[src/rtl/sync_down_counter_if.sv]
// Control and status bundle for sync_down_counter.
// The master drives the count controls and load value.
// The slave (the counter) returns the count and its status flags.
interface sync_down_counter_if #(
    parameter int WIDTH = 4
);
    logic             CountEn;
    logic             Load;
    logic [WIDTH-1:0] D;
    logic             Reload;
    logic [WIDTH-1:0] Q;
    logic             Zero;
    logic             Borrow;

    modport master (
        output CountEn,
        output Load,
        output D,
        output Reload,
        input  Q,
        input  Zero,
        input  Borrow
    );

    modport slave (
        input  CountEn,
        input  Load,
        input  D,
        input  Reload,
        output Q,
        output Zero,
        output Borrow
    );
endinterface

[src/rtl/sync_down_counter.sv]
// Enable-gated down counter with parallel load and optional auto-reload.
// On underflow it either wraps to all-ones or reloads the last loaded
// value, and it raises Borrow for exactly the cycle that shows the
// post-underflow count. Update priority on each edge is:
// reset, then Load, then CountEn, then hold.
module sync_down_counter #(
    parameter int WIDTH = 4
) (
    input  logic                 clock,
    input  logic                 reset,
    sync_down_counter_if.slave   bus
);

    localparam logic [WIDTH-1:0] ZERO_VAL = {WIDTH{1'b0}};
    localparam logic [WIDTH-1:0] ONES_VAL = {WIDTH{1'b1}};
    localparam logic [WIDTH-1:0] ONE_VAL  = {{(WIDTH-1){1'b0}}, 1'b1};

    logic [WIDTH-1:0] count_r;
    logic [WIDTH-1:0] reloadVal_r;
    logic             borrow_r;

    logic [WIDTH-1:0] countNext_s;
    logic [WIDTH-1:0] reloadValNext_s;
    logic             borrowNext_s;
    logic             atZero_s;

    assign atZero_s = (count_r == ZERO_VAL);

    // Next-state selection: a load beats counting; an underflow step either reloads or wraps.
    always_comb begin
        countNext_s     = count_r;
        reloadValNext_s = reloadVal_r;
        borrowNext_s    = 1'b0;
        if (bus.Load) begin
            countNext_s     = bus.D;
            reloadValNext_s = bus.D;
        end else if (bus.CountEn) begin
            if (atZero_s) begin
                borrowNext_s = 1'b1;
                if (bus.Reload) begin
                    countNext_s = reloadVal_r;
                end else begin
                    countNext_s = ONES_VAL;
                end
            end else begin
                countNext_s = count_r - ONE_VAL;
            end
        end else begin
            countNext_s     = count_r;
            reloadValNext_s = reloadVal_r;
        end
    end

    // State registers with synchronous active-high reset.
    always_ff @(posedge clock) begin
        if (reset) begin
            count_r     <= ZERO_VAL;
            reloadVal_r <= ZERO_VAL;
            borrow_r    <= 1'b0;
        end else begin
            count_r     <= countNext_s;
            reloadVal_r <= reloadValNext_s;
            borrow_r    <= borrowNext_s;
        end
    end

    // Zero is a pure decode of the registered count, so it adds no latency.
    assign bus.Q      = count_r;
    assign bus.Borrow = borrow_r;
    assign bus.Zero   = atZero_s;

endmodule

[src/flat_wrapper.sv]
// flat-port wrapper written by rule: the top's interface ports become plain ports
module sync_down_counter_flat 
#(
    parameter int WIDTH = 4
)
  (clock, reset, bus_CountEn, bus_Load, bus_D, bus_Reload, bus_Q, bus_Zero, bus_Borrow);
  sync_down_counter_if #(.WIDTH(WIDTH)) bus_i ();
  input  logic clock;
  input  logic reset;
  input wire logic [$bits(bus_i.CountEn)-1:0] bus_CountEn;
  input wire logic [$bits(bus_i.Load)-1:0] bus_Load;
  input wire logic [$bits(bus_i.D)-1:0] bus_D;
  input wire logic [$bits(bus_i.Reload)-1:0] bus_Reload;
  output wire logic [$bits(bus_i.Q)-1:0] bus_Q;
  output wire logic [$bits(bus_i.Zero)-1:0] bus_Zero;
  output wire logic [$bits(bus_i.Borrow)-1:0] bus_Borrow;
  assign bus_i.CountEn = bus_CountEn;
  assign bus_i.Load = bus_Load;
  assign bus_i.D = bus_D;
  assign bus_i.Reload = bus_Reload;
  assign bus_Q = bus_i.Q;
  assign bus_Zero = bus_i.Zero;
  assign bus_Borrow = bus_i.Borrow;
  sync_down_counter #(.WIDTH(WIDTH)) u_core (.clock(clock), .reset(reset), .bus(bus_i));
endmodule
[config.mk]
export PLATFORM = sky130hd
export DESIGN_NAME = sync_down_counter_flat
export DESIGN_NICKNAME = d
export VERILOG_FILES = /design/src/rtl/sync_down_counter_if.sv /design/src/rtl/sync_down_counter.sv /design/src/flat_wrapper.sv
export SDC_FILE = /design/constraint.sdc
export NUM_CORES = 1
export LEC_CHECK = 0
export ABC_CLOCK_PERIOD_IN_PS = 2000
export CORE_AREA = 2 2 39 41
export DETAILED_ROUTE_END_ITERATION = 12
export DIE_AREA = 0 0 41 43
export PLACE_DENSITY_LB_ADDON = 0.2
export SLEW_MARGIN = 25
export SYNTH_ARGS = -nofsm -noshare
export SYNTH_HDL_FRONTEND = slang
export SYNTH_SLANG_ARGS = --single-unit
export TNS_END_PERCENT = 100
[constraint.sdc]
create_clock -name clock -period 2 [get_ports clock]
set_input_delay 0.4 -clock clock [delete_from_list [all_inputs] [get_ports clock]]
set_output_delay 0.4 -clock clock [all_outputs]
set_load 0.01 [all_outputs]
==> run summary <==
Gr busiest metal -> met1
Count of input and output buffers -> 14
Fillcell total -> 138
Final-report setup violation count -> 0
TritonCTS buffer count -> 3
Clock input transition at the sequential cells of the worst setup and hold paths -> 0.06 ns
Largest net degree at the start of global routing -> 9
Max rail drop VDD -> 0.297 mV
Antenna Cells -> 0
Number of enable flip-flop cells after synthesis -> 0
Critical path class -> reg2out
Max cap viols -> 0
DRC violation count after routing -> 0
Synthesized netlist cell count -> 53
Hold buffers post-CTS -> 0
Worst-case hold slack -> 0.488 ns
Net Count, Synth -> 63
Period utilization -> 89.1%
CTS tree -> built
Synthesis-stage register bit count -> 9
Maximum level of the CTS H-tree -> 1
Master cell of the clock root buffer -> clkbuf_4
Pin slew with the least headroom to its limit -> 0.263 ns
Data arrival time of the critical path -> 1.38 ns
Worst clock skew -> 0.00510 ns
Slew HR -> 82.2%
Number of sinks on the clock net -> 9
Post-synth ARST share -> 0%
Grt met2 use -> 19.4%
Class of the tightest hold or removal check -> reg2reg
DR WL/cell -> 11.6 µm
Dominant cell by count in the synthesized netlist -> dfxtp_1
Setup total negative slack -> 0 ns
Leakage power of the design -> 0.273 nW
Die Footprint -> 1760 µm²
All-Layer GR Usage -> 14.4%
First DRT Iteration DRCs -> 8
Synth warn -> 0
Sequential fraction of the synthesis area -> 38.9%
Kind of start point of the critical path -> flip-flop
Site Rows -> 14
Largest stage delay on the critical path -> 0.34 ns
Area share of the leading cell type in the synthesized netlist -> 38.9%
DPL Wire Length -> 790 µm
Placer congestion estimate -> 0.715
Synth top cells by count -> dfxtp_1, nor2_1, inv_1, nand2b_1
Wire length of the first global-routing pass -> 1.76 mm
TritonRoute pass-1 iters -> 4
Hold violation count in the final report -> 0
Final routed wirelength across all metal layers -> 1.03 mm
Number of top-level design ports -> 15
Vias in the first global route -> 428
Clk Latency, worst-skew pair -> 0.26 ns
Critical-path cell list -> inv_1, ha_2, nor3b_4, dlygate4sd2_1
Initial antenna violation count -> 0
Vert. Die Dim -> 43 µm
Library cell occupying the most area in the post-synthesis netlist -> dfxtp_1
Synth-to-Final Area Change -> 46.5%
Synthesized area -> 463 µm²
Global routing met1 resource utilization -> 20.5%
Die width -> 41 µm
GRT overflow -> 0
Worst-path fanout max -> 5
Required time worst endpoint -> 1.60 ns
Initial core utilization -> 33.5%
Setup repair after global routing missed its margin -> no
Antenna Violating Nets Remaining -> 0
Post-layout net count -> 84
Vias/cell -> 5.18
Upper clock frequency limit -> 561 MHz
Via total after detailed routing -> 461
Endpoint kind of the worst setup timing path -> output pin
Pins over their slew limit -> 0
Cell with the largest stage delay on the worst path -> dfxtp_1
Outcome -> finished, final reports clean
Top post-synthesis cells by area -> dfxtp_1, mux2i_1, nand2b_1, nor2_1, o32ai_1
Fraction of final layout cells with drive strength greater than 1 -> 16.4%
Power per cell area -> 694 nW/µm²
Number of unique standard cell types used by synthesis -> 28
Mapped Avg Cell Area -> 8.73 µm²
Post-synth top flop -> dfxtp_1
Met3 track demand over resource in global routing -> 3.14%
Final critical delay including setup and external delays -> 1.78 ns
Maximum buffer depth of the clock tree -> 2
Floorplan core area -> 1380 µm²
path summary, 6_finish.rpt:
kind                                            from                                 end  slack (ns)  cells past startpoint
setup / recovery        u_core.bus.Q[0]$_SDFFE_PP0P_                            bus_Zero        0.22                      4
hold / removal    u_core.reloadVal_r[0]$_SDFFE_PP0P_  u_core.reloadVal_r[0]$_SDFFE_PP0P_        0.49                      2
setup reg to reg        u_core.bus.Q[0]$_SDFFE_PP0P_        u_core.bus.Q[1]$_SDFFE_PP0P_        0.39                      6
hold reg to reg   u_core.reloadVal_r[0]$_SDFFE_PP0P_  u_core.reloadVal_r[0]$_SDFFE_PP0P_        0.49                      2
power by group:
group	internal, mW	leakage (nW)	switching [mW]
registers	0.192	0.0744	0.0149
clock network	0.0770	0.0150	0.0661
logic	0.0704	0.183	0.0501
stage by stage:
| stage | utilization, % | worst slack, ns | power (mW) | cells | cell area, µm² |
|---|---|---|---|---|---|
| after floorplan | - | 0.459 | 0.268 | 53 | 463 |
| after global placement | 46.6 | 0.210 | 0.329 | 85 | 644 |
| after detailed placement | 46.6 | 0.175 | 0.329 | 85 | 644 |
| after CTS | 49.0 | 0.192 | 0.475 | 89 | 678 |
| after global routing | 49.0 | 0.124 | 0.495 | 89 | 678 |
| final | 49.0 | 0.218 | 0.471 | 89 | 678 |
sequential cells by signal, summed over array words and instances (netlist names):
register,cells
u_core.reloadVal_r,4
u_core.bus.Q,4
u_core.bus.Borrow,1
final cells by class:
class	instances	area (µm²)	area share, %
clock buffer	4	26.3	3.87
inverter	5	18.8	2.77
multi-input combinational	37	264	38.9
sequential	9	180	26.6
tap	16	20.0	2.95
timing repair buffer	18	169	24.9
cells in the final DEF, fill, tap and decap left out, types with 2 or more instances in the layout:
cell and instances:
a21oi_1 3, clkdlybuf4s50_1 13, nor2_1 6, buf_4 4, dfxtp_1 9, nand2b_1 4, inv_1 4, o32ai_1 2
nand2_1 2, clkbuf_4 3, mux2i_1 3
critical path: cells and delay by family (launching register included):
family	cells	cell delay, ns
adder cells (fa/ha/maj)	1	0.22
buffers and inverters	2	0.36
flip-flops	1	0.34
AND/OR/NAND/NOR	1	0.20
metal layers:
metal / part of all wire, % / vias up / routed length, µm
met5: 0 / - / 0
met4: 1.5 / 0 / 15
met3: 5.4 / 4 / 56
met2: 49 / 13 / 506
met1: 44 / 212 / 453
li1: - / 232 / -
logic make-up (layout without fill, tap and decap cells):
logic type	after synthesis	in the layout	share of synthesized area, %
flops	9	9	38.9
mux	3	3	6.49
simple gates	21	21	25.9
compound gates	12	12	20.0
buf+inv	7	27	5.94
fa+ha+maj	1	1	2.70
what timing repair did:
action / 4_1_cts / 5_1_grt
setup buffers: 0 / 0
gates resized for setup: 3 / 0
endpoints found under the setup margin: 1 / 0
(Power assumes the default switching activity.)
